File: config.mk
export PLATFORM = sky130hd
export DESIGN_NAME = ex_muldiv_seq
export DESIGN_NICKNAME = d
export VERILOG_FILES = /design/src/rtl/ex_muldiv_seq.sv
export SDC_FILE = /design/constraint.sdc
export NUM_CORES = 1
export LEC_CHECK = 0
export CAP_MARGIN = 15
export CORE_ASPECT_RATIO = 0.6
export CORE_MARGIN = 3
export CORE_UTILIZATION = 55
export CTS_CLUSTER_DIAMETER = 40
export DETAILED_ROUTE_END_ITERATION = 8
export GPL_ROUTABILITY_DRIVEN = 0
export PLACE_DENSITY = 0.78
export SKIP_CTS_REPAIR_TIMING = 1
export SYNTH_ARGS = -nofsm -noshare
export SYNTH_HDL_FRONTEND = slang
export SYNTH_SLANG_ARGS = --single-unit
File: constraint.sdc
create_clock -name clk -period 8.4 [get_ports clk]
set_input_delay 0.84 -clock clk [delete_from_list [all_inputs] [get_ports clk]]
set_output_delay 0.84 -clock clk [all_outputs]
set_load 0.1 [all_outputs]
File: src/rtl/ex_muldiv_seq.sv
// Iterative unsigned multiply/divide unit for the execute stage: stalls the pipeline for
// 32 iterations, then presents result and destination register in a one-cycle done pulse.
module ex_muldiv_seq #(
   parameter int XLEN = 32
) (
   input  logic            clk,
   input  logic            srst,
   input  logic            start,
   input  logic [1:0]      op,
   input  logic [XLEN-1:0] src_a,
   input  logic [XLEN-1:0] src_b,
   input  logic [4:0]      rd_e,
   input  logic            flush_e,
   output logic            stall_req,
   output logic            busy,
   output logic            done,
   output logic [XLEN-1:0] result,
   output logic [4:0]      rd_out
);

   typedef enum logic [1:0] {IDLE, BUSY, DONE} state_t;

   state_t            state;
   state_t            state_next;
   logic [4:0]        count;
   logic [1:0]        op_q;
   logic [4:0]        rd_q;
   logic [XLEN-1:0]   b_q;
   logic [2*XLEN-1:0] acc;
   logic [2*XLEN-1:0] acc_next;
   logic [XLEN-1:0]   result_q;
   logic [4:0]        rd_out_q;
   logic [XLEN:0]     mul_sum;
   logic [XLEN:0]     div_shift;
   logic [XLEN:0]     div_trial;
   logic [XLEN-1:0]   final_val;
   logic              accept;
   logic              complete;

   assign accept   = (state == IDLE) && start && !flush_e;
   assign complete = (state == DONE) && !flush_e;

   always_comb begin
      state_next = state;
      stall_req  = 1'b0;
      unique case (state)
         IDLE: begin
            stall_req = accept;
            if (accept) state_next = BUSY;
         end
         BUSY: begin
            if (flush_e) begin
               state_next = IDLE;
            end else begin
               stall_req = 1'b1;
               if (count == 5'd31) state_next = DONE;
            end
         end
         DONE:    state_next = IDLE;
         default: state_next = IDLE;
      endcase
   end

   // acc holds {partial product, multiplier} for MUL/MULHU and {remainder, quotient} for DIVU/REMU
   always_comb begin
      mul_sum   = {1'b0, acc[2*XLEN-1:XLEN]} + (acc[0] ? {1'b0, b_q} : {(XLEN+1){1'b0}});
      div_shift = {acc[2*XLEN-1:XLEN], acc[XLEN-1]};
      div_trial = div_shift - {1'b0, b_q};
      if (op_q[1]) begin
         if (div_trial[XLEN]) acc_next = {div_shift[XLEN-1:0], acc[XLEN-2:0], 1'b0};
         else                 acc_next = {div_trial[XLEN-1:0], acc[XLEN-2:0], 1'b1};
      end else begin
         acc_next = {mul_sum, acc[XLEN-1:1]};
      end
      final_val = op_q[0] ? acc[2*XLEN-1:XLEN] : acc[XLEN-1:0];
   end

   always_ff @(posedge clk) begin
      if (srst) begin
         state    <= IDLE;
         count    <= 5'd0;
         op_q     <= 2'd0;
         rd_q     <= 5'd0;
         b_q      <= {XLEN{1'b0}};
         acc      <= {(2*XLEN){1'b0}};
         result_q <= {XLEN{1'b0}};
         rd_out_q <= 5'd0;
      end else begin
         state <= state_next;
         if (accept) begin
            op_q  <= op;
            rd_q  <= rd_e;
            b_q   <= src_b;
            acc   <= {{XLEN{1'b0}}, src_a};
            count <= 5'd0;
         end else if (state == BUSY) begin
            acc   <= acc_next;
            count <= count + 5'd1;
         end
         if (complete) begin
            result_q <= final_val;
            rd_out_q <= rd_q;
         end
      end
   end

   // In DONE the finished value is shown directly so it is stable for the whole done cycle
   assign busy   = (state == BUSY);
   assign done   = complete;
   assign result = complete ? final_val : result_q;
   assign rd_out = complete ? rd_q : rd_out_q;

endmodule

==> flow_summary.yaml, run 1 <==
place:
  placed_cells: 1608
  hpwl_mm: 21.9
  postPlaceCellArea_um2: 11600
  port_buffers: 114
die:
  rows: 38
  ios: 115
  fp.coreArea_um2: 18300
  fp.dieH_um: 112
  start_util_pct: 56.7
  die_area_um2: 20600
  fp.dieW_um: 183
logic_synthesis:
  syn_nets: 1462
  yosysSeqAreaShare_pct: 28.4
  synth_compound_area_share_pct: 24.0
  ys_warn_count: 0
  synth_mux_area_share_pct: 8.97
  synth-edff-count: 0
  synth_area_leaders: "dfxtp_1 28%, ha_1 8.0%, mux2i_1 7.4%"
  synth_most_common_cell: "nor2_1"
  synth.top_cell.area_share_pct: 28.4
  syn_area_per_cell_um2: 7.85
  synthTopCellsByCount: "151 x nor2_1, 149 x a21oi_1, 147 x dfxtp_1"
  netlist_instances: 1319
  ys.flop_type: "dfxtp_1"
  synth_adder_area_share_pct: 8.36
  synth-seq-cells: 147
  synth.distinct_cells: 80
  synth_largest_area_cell: "dfxtp_1"
  synth_area_um2: 10400
  synth_top_family_by_area: "compound AO/OA/AOI/OAI gates"
  synth-simple-area-share_pct: 21.1
  synth-xor-area-share_pct: 4.31
  async_flop_share_pct: 0
route:
  met3_length_mm: 3.23
  dr.pass1.iters: 6
  avgViaCountPerCell: 6.15
  routedWlPerCell_um: 18.7
  drt_first_iter_violations: 1156
  wl_mm: 30.6
  dr_wl_met2_mm: 12.5
  drtAntennaViolNets: 0
  wl_met1_mm: 14.5
  vias: 10100
  highest_layer: "met5"
  drc: 0
cells_and_area:
  multi_input_comb_area_um2: 6930
  fill_cells: 1569
  postLayoutCoreUtil_pct: 66.6
  area_growth_pct: 17.5
  fin_area_um2: 12200
  diodes: 0
  final-seq-area_um2: 2950
  drive_above_1_share_pct: 5.29
  final_nets: 1530
  stdcell_count: 1640
sta:
  rsz0062_at_grt: "no"
  tightest_slew_ns: 1.07
  clock_skew_ns: 0.0161
  relSlewSlack_pct: 28.5
  fmax_mhz: 214
  finalHoldViolCount: 0
  tns_ns: 0
  drv_slew: 0
  period_minus_slack_ns: 4.68
  setup_viol: 0
  period_share_pct: 55.7
worst_setup_path:
  critPathMaxFanout: 42
  r2r_start: "acc[31]"
  cp.arrival_ns: 3.84
  crit_top_cell: "clkdlybuf4s50_1"
  reg2reg_slack_ns: 4.22
  critPathSlowestCell: "clkdlybuf4s50_1"
  critPathTopFamily: "buffers and inverters"
  startpoint_type: "input port"
  r2r-end: "acc[50]"
  worstSetupPathType: "in -> out"
  worstPathRequired_ns: 7.56
  cp_cell_sequence: "clkdlybuf4s50_1 -> or4b_2 -> o21ai_0 -> clkdlybuf4s50_1"
  r2r_cells: 13
  timing.critical_path.buf_inv: 2
  cp-end-kind: "primary output"
  slowest_delay_ns: 1.16
worst_hold_path:
  hold_end: "b_q[23]"
  whs_path_depth: 2
  min_from: "b_q[23]"
  hold_path_class: "reg -> reg"
global_routing:
  grt_use_total_pct: 29.4
  grt_pass1_vias: 9205
  grt_max_degree: 78
  grt-ovfl-total: 0
  antenna_found_initial: 1
  grt_pass1_wl_mm: 48.6
clock_tree:
  clock_path_buffers: 2
  htree_num_levels: 4
  clk_latency_ns: 0.45
  root_buffer: "clkbuf_16"
  cts_tree: "yes"
  clock_sinks: 147
  cts_buffers: 17
  clkTransAtPathRegs_ns: 0.07
flow_run:
  maxCapViolations: 0
pwr:
  p_leak_nw: 4.84
  power.density_nw_per_um2: 166
  vdd.ir_drop.worst_uv: 155
outcome:
  status: "complete, no violations"
## flip-flops by register name (all words and copies together) (netlist names)
| register | cells |
|---|---|
| b_q | 32 |
| rd_q | 5 |
| count | 5 |
| rd_out_q | 5 |
| acc | 64 |
| result_q | 32 |
| op_q | 2 |
| state | 2 |
## worst register-to-register path, stage by stage (launching register included)
cell and delay, ns:
dfxtp_1 0.39, inv_1 0.06, ha_1 0.21, fa_1 0.41, nand2b_1 0.20, a21oi_1 0.37, o211ai_2 0.25, a21boi_2 0.31
or3_4 0.21, nand3_2 0.56, buf_4 0.47, mux2_1 0.33, a222oi_1 0.24, nor2_1 0.07
## cells by family after synthesis
kind of cell    count (synthesis)
xor+xnor                       51
simple gates                  458
mux                            91
fa+ha+maj                      68
compound gates                379
buf+inv                       125
flops                         147
## area by class of cell
type                    instances  area share (%)
clock inverters                10           0.813
clock buffers                  22            3.98
well taps                     240            2.47
multi-input cells            1047            57.0
flip-flops and latches        147            24.2
inverters                      49            1.51
repair buffers                125            10.0
## per-stage QoR
stage | setup WS [ns] | hold slack, ns | power [mW]
6_report | 3.72 | 0.465 | 2.02
5_1_grt | 3.61 | 0.486 | 2.10
4_1_cts | 3.71 | 0.465 | 2.01
3_5_place_dp | 3.73 | 0.454 | 1.26
3_3_place_gp | 3.73 | 0.449 | 1.25
2_1_floorplan | 3.77 | 0.433 | 1.12
## per-layer routing
metal  vias to the layer above  GRT usage, %
met4                         2          6.80
met2                       462          41.7
met5                         -             0
met3                        38          8.29
li1                       4879             -
met1                      4705          44.1
## where the power goes
group	switching, mW	total (mW)	internal [mW]
clock	0.321	0.762	0.441
sequential	0.0330	0.753	0.720
combinational	0.295	0.505	0.210
## how the worst max path moves through the flow
| stage | to | depth (start not counted) | slack [ns] | from |
|---|---|---|---|---|
| final | stall_req | 4 | 3.72 | flush_e |
| after global routing | stall_req | 4 | 3.61 | flush_e |
| after CTS | stall_req | 4 | 3.71 | flush_e |
| after detailed placement | stall_req | 4 | 3.73 | flush_e |
| after global placement | stall_req | 4 | 3.73 | flush_e |
| after floorplan | result[22] | 4 | 3.77 | flush_e |
## cells in the final DEF, fill, tap and decap left out, drive strengths merged, types with 5 or more instances in the layout
cell           count
a211o              5
a211oi            11
a21o              31
a21oi            149
a221oi            35
a31o               9
a31oi             15
and2              35
and3              15
buf               12
clkbuf            22
clkdlybuf4s50    113
clkinv             5
dfxtp            147
ha                66
inv               51
mux2              14
mux2i             77
nand2            133
nand2b             8
nand3             17
nand4             10
nor2             152
nor2b             44
nor3              14
o211ai            11
o21a               8
o21ai             54
o21bai             5
o221ai             8
o31ai              6
or3               12
xnor2             34
xor2              17
Note: power is estimated with default switching activity, not from simulation.
==> inputs of run 2 (changes only) <==
--- a/config.mk
+++ b/config.mk
@@ -8,7 +8,7 @@
 export CAP_MARGIN = 15
 export CORE_ASPECT_RATIO = 0.6
 export CORE_MARGIN = 3
-export CORE_UTILIZATION = 55
+export CORE_UTILIZATION = 52
 export CTS_CLUSTER_DIAMETER = 40
 export DETAILED_ROUTE_END_ITERATION = 8
 export GPL_ROUTABILITY_DRIVEN = 0
==> constraint.sdc (replaced) <==
create_clock -name clk -period 4 [get_ports clk]
set_input_delay 0.4 -clock clk [delete_from_list [all_inputs] [get_ports clk]]
set_output_delay 0.4 -clock clk [all_outputs]
set_load 0.1 [all_outputs]
==> run 2 against run 1 <==
Final area is 1.4% higher. Cell count is 2.0% higher. Combinational power is 110% higher. Sequential power is 110% higher. Register-to-register slack worse by 3.9 ns. Largest cell class unchanged.
==> flow_summary.yaml, run 2 (synthesis results as in run 1) <==
cells_and_area:
  fin_area_um2: 12300
  fill_cells: 1646
  area_growth_pct: 19.1
  mostFrequentLayoutCell: "nor2_1"
  diodes: 0
  top_register: "acc"
  drive_above_1_share_pct: 8.74
  final-seq-area_um2: 2950
  largest_reg_flops: 64
  final_nets: 1537
  top_regs: "acc (64), b_q (32), result_q (32)"
  layout_common_cells: "150 x nor2_1, 149 x a21oi_1, 144 x dfxtp_1, 132 x nand2_1, 77 x mux2i_1"
  multi_input_comb_area_um2: 6930
pwr:
  power_mw: 4.32
  intPower_mw: 2.86
  pwr-share-clk_pct: 38.3
  p_sw_share_pct: 33.9
  pwr-share-seq_pct: 36.8
  vdd.ir_drop.worst_uv: 296
  power.density_nw_per_um2: 351
  p_leak_nw: 5.01
  p_comb_share_pct: 24.9
  p_sw_mw: 1.47
clock_tree:
  cts_tree: "yes"
  htree_num_levels: 4
  clock_path_buffers: 2
  root_buffer: "clkbuf_16"
  cts_buffers: 17
  clock_sinks: 147
  clkTransAtPathRegs_ns: 0.07
  clk_latency_ns: 0.44
sta:
  fmax_mhz: 269
  period_minus_slack_ns: 3.71
  clock_skew_ns: 0.0131
  setup_viol: 0
  period_share_pct: 92.9
  worst_slack_ns: 0.285
  rsz0062_at_grt: "no"
  drv_slew: 0
  finalHoldViolCount: 0
  tightest_slew_ns: 1.10
  tns_ns: 0
  relSlewSlack_pct: 26.7
  hold_slack_ns: 0.419
place:
  port_buffers: 114
  hpwl_mm: 23.1
  post-place-ws_ns: 0.360
  postPlaceCellArea_um2: 11700
flow_run:
  maxCapViolations: 0
die:
  fp.dieH_um: 115
  die_area_um2: 21700
  start_util_pct: 53.7
  rows: 39
  ios: 115
  fp.dieW_um: 188
  fp.coreArea_um2: 19300
worst_setup_path:
  worstPathRequired_ns: 4.32
  critPathMaxFanout: 16
  worstSetupPathType: "reg -> reg"
  cp-end-kind: "flop"
  startpoint_type: "flop"
  cp.arrival_ns: 4.04
outcome:
  status: "complete, no violations"
route:
  drc: 0
  wl_mm: 32.2
  drt_first_iter_violations: 1248
  routedWlPerCell_um: 19.2
  avgViaCountPerCell: 6.21
  dr.pass1.iters: 6
  drtAntennaViolNets: 0
  vias: 10400
global_routing:
  grt_use_total_pct: 29.2
  grt_max_degree: 73
  grt_pass1_vias: 9312
  antenna_found_initial: 0
  grt-ovfl-total: 0
  grt_pass1_wl_mm: 50.8
worst_hold_path:
  hold_path_class: "in -> reg"
==> run 2: stage by stage <==
step	instances	util, %
2_1_floorplan	1319	-
3_3_place_gp	1640	60.9
3_5_place_dp	1640	60.9
4_1_cts	1672	63.9
5_1_grt	1673	64.0
6_report	1673	64.0
==> run 2: worst max-delay path, cell delays in order (launching register included) <==
cell and delay [ns]:
dfxtp_1 0.41, inv_1 0.07, ha_1 0.21, fa_1 0.39, nand2b_1 0.20, a21oi_1 0.34
o211ai_2 0.22, a21boi_2 0.27, or3_4 0.20, nand3_2 0.35, buf_4 0.36, mux2i_1 0.23
a211oi_1 0.11, a31o_1 0.22
==> run 2: final timing paths <==
kind,to,start,slack (ns),cells past startpoint
max reg2reg,acc[45],acc[31],0.29,13
max,acc[45],acc[31],0.29,13
min,acc[32],srst,0.42,4
min reg2reg,rd_q[4],rd_q[4],0.46,2
==> run 2: area by class of cell <==
type	count	share of cell area, %
clock inverters	15	1.34
flip-flops and latches	147	23.9
inverters	49	1.49
repair buffers	132	11.0
clock buffers	17	3.45
well taps	266	2.70
multi-input cells	1047	56.2
==> run 2: routing by layer <==
layer,share of wire (%),track usage (%),vias to the layer above
met5,0,0,-
met4,1.1,5.54,0
met3,11,6.46,45
met2,41,42.7,547
met1,47,44.2,4915
li1,-,-,4876
==> run 2: power by group through the flow <==
stage,combinational [mW],clock [mW],sequential [mW]
final,1.08,1.66,1.59
after global routing,1.16,1.71,1.60
after CTS,1.05,1.65,1.59
after detailed placement,1.03,0,1.62
after global placement,1.02,0,1.62
after floorplan,0.768,0,1.58
==> inputs of run 3 (changes only) <==
--- a/config.mk
+++ b/config.mk
@@ -17,3 +17,4 @@
 export SYNTH_ARGS = -nofsm -noshare
 export SYNTH_HDL_FRONTEND = slang
 export SYNTH_SLANG_ARGS = --single-unit
+export TNS_END_PERCENT = 10
==> results of run 3 <==
The final DEF is identical to that of run 2; final timing and power are the same.
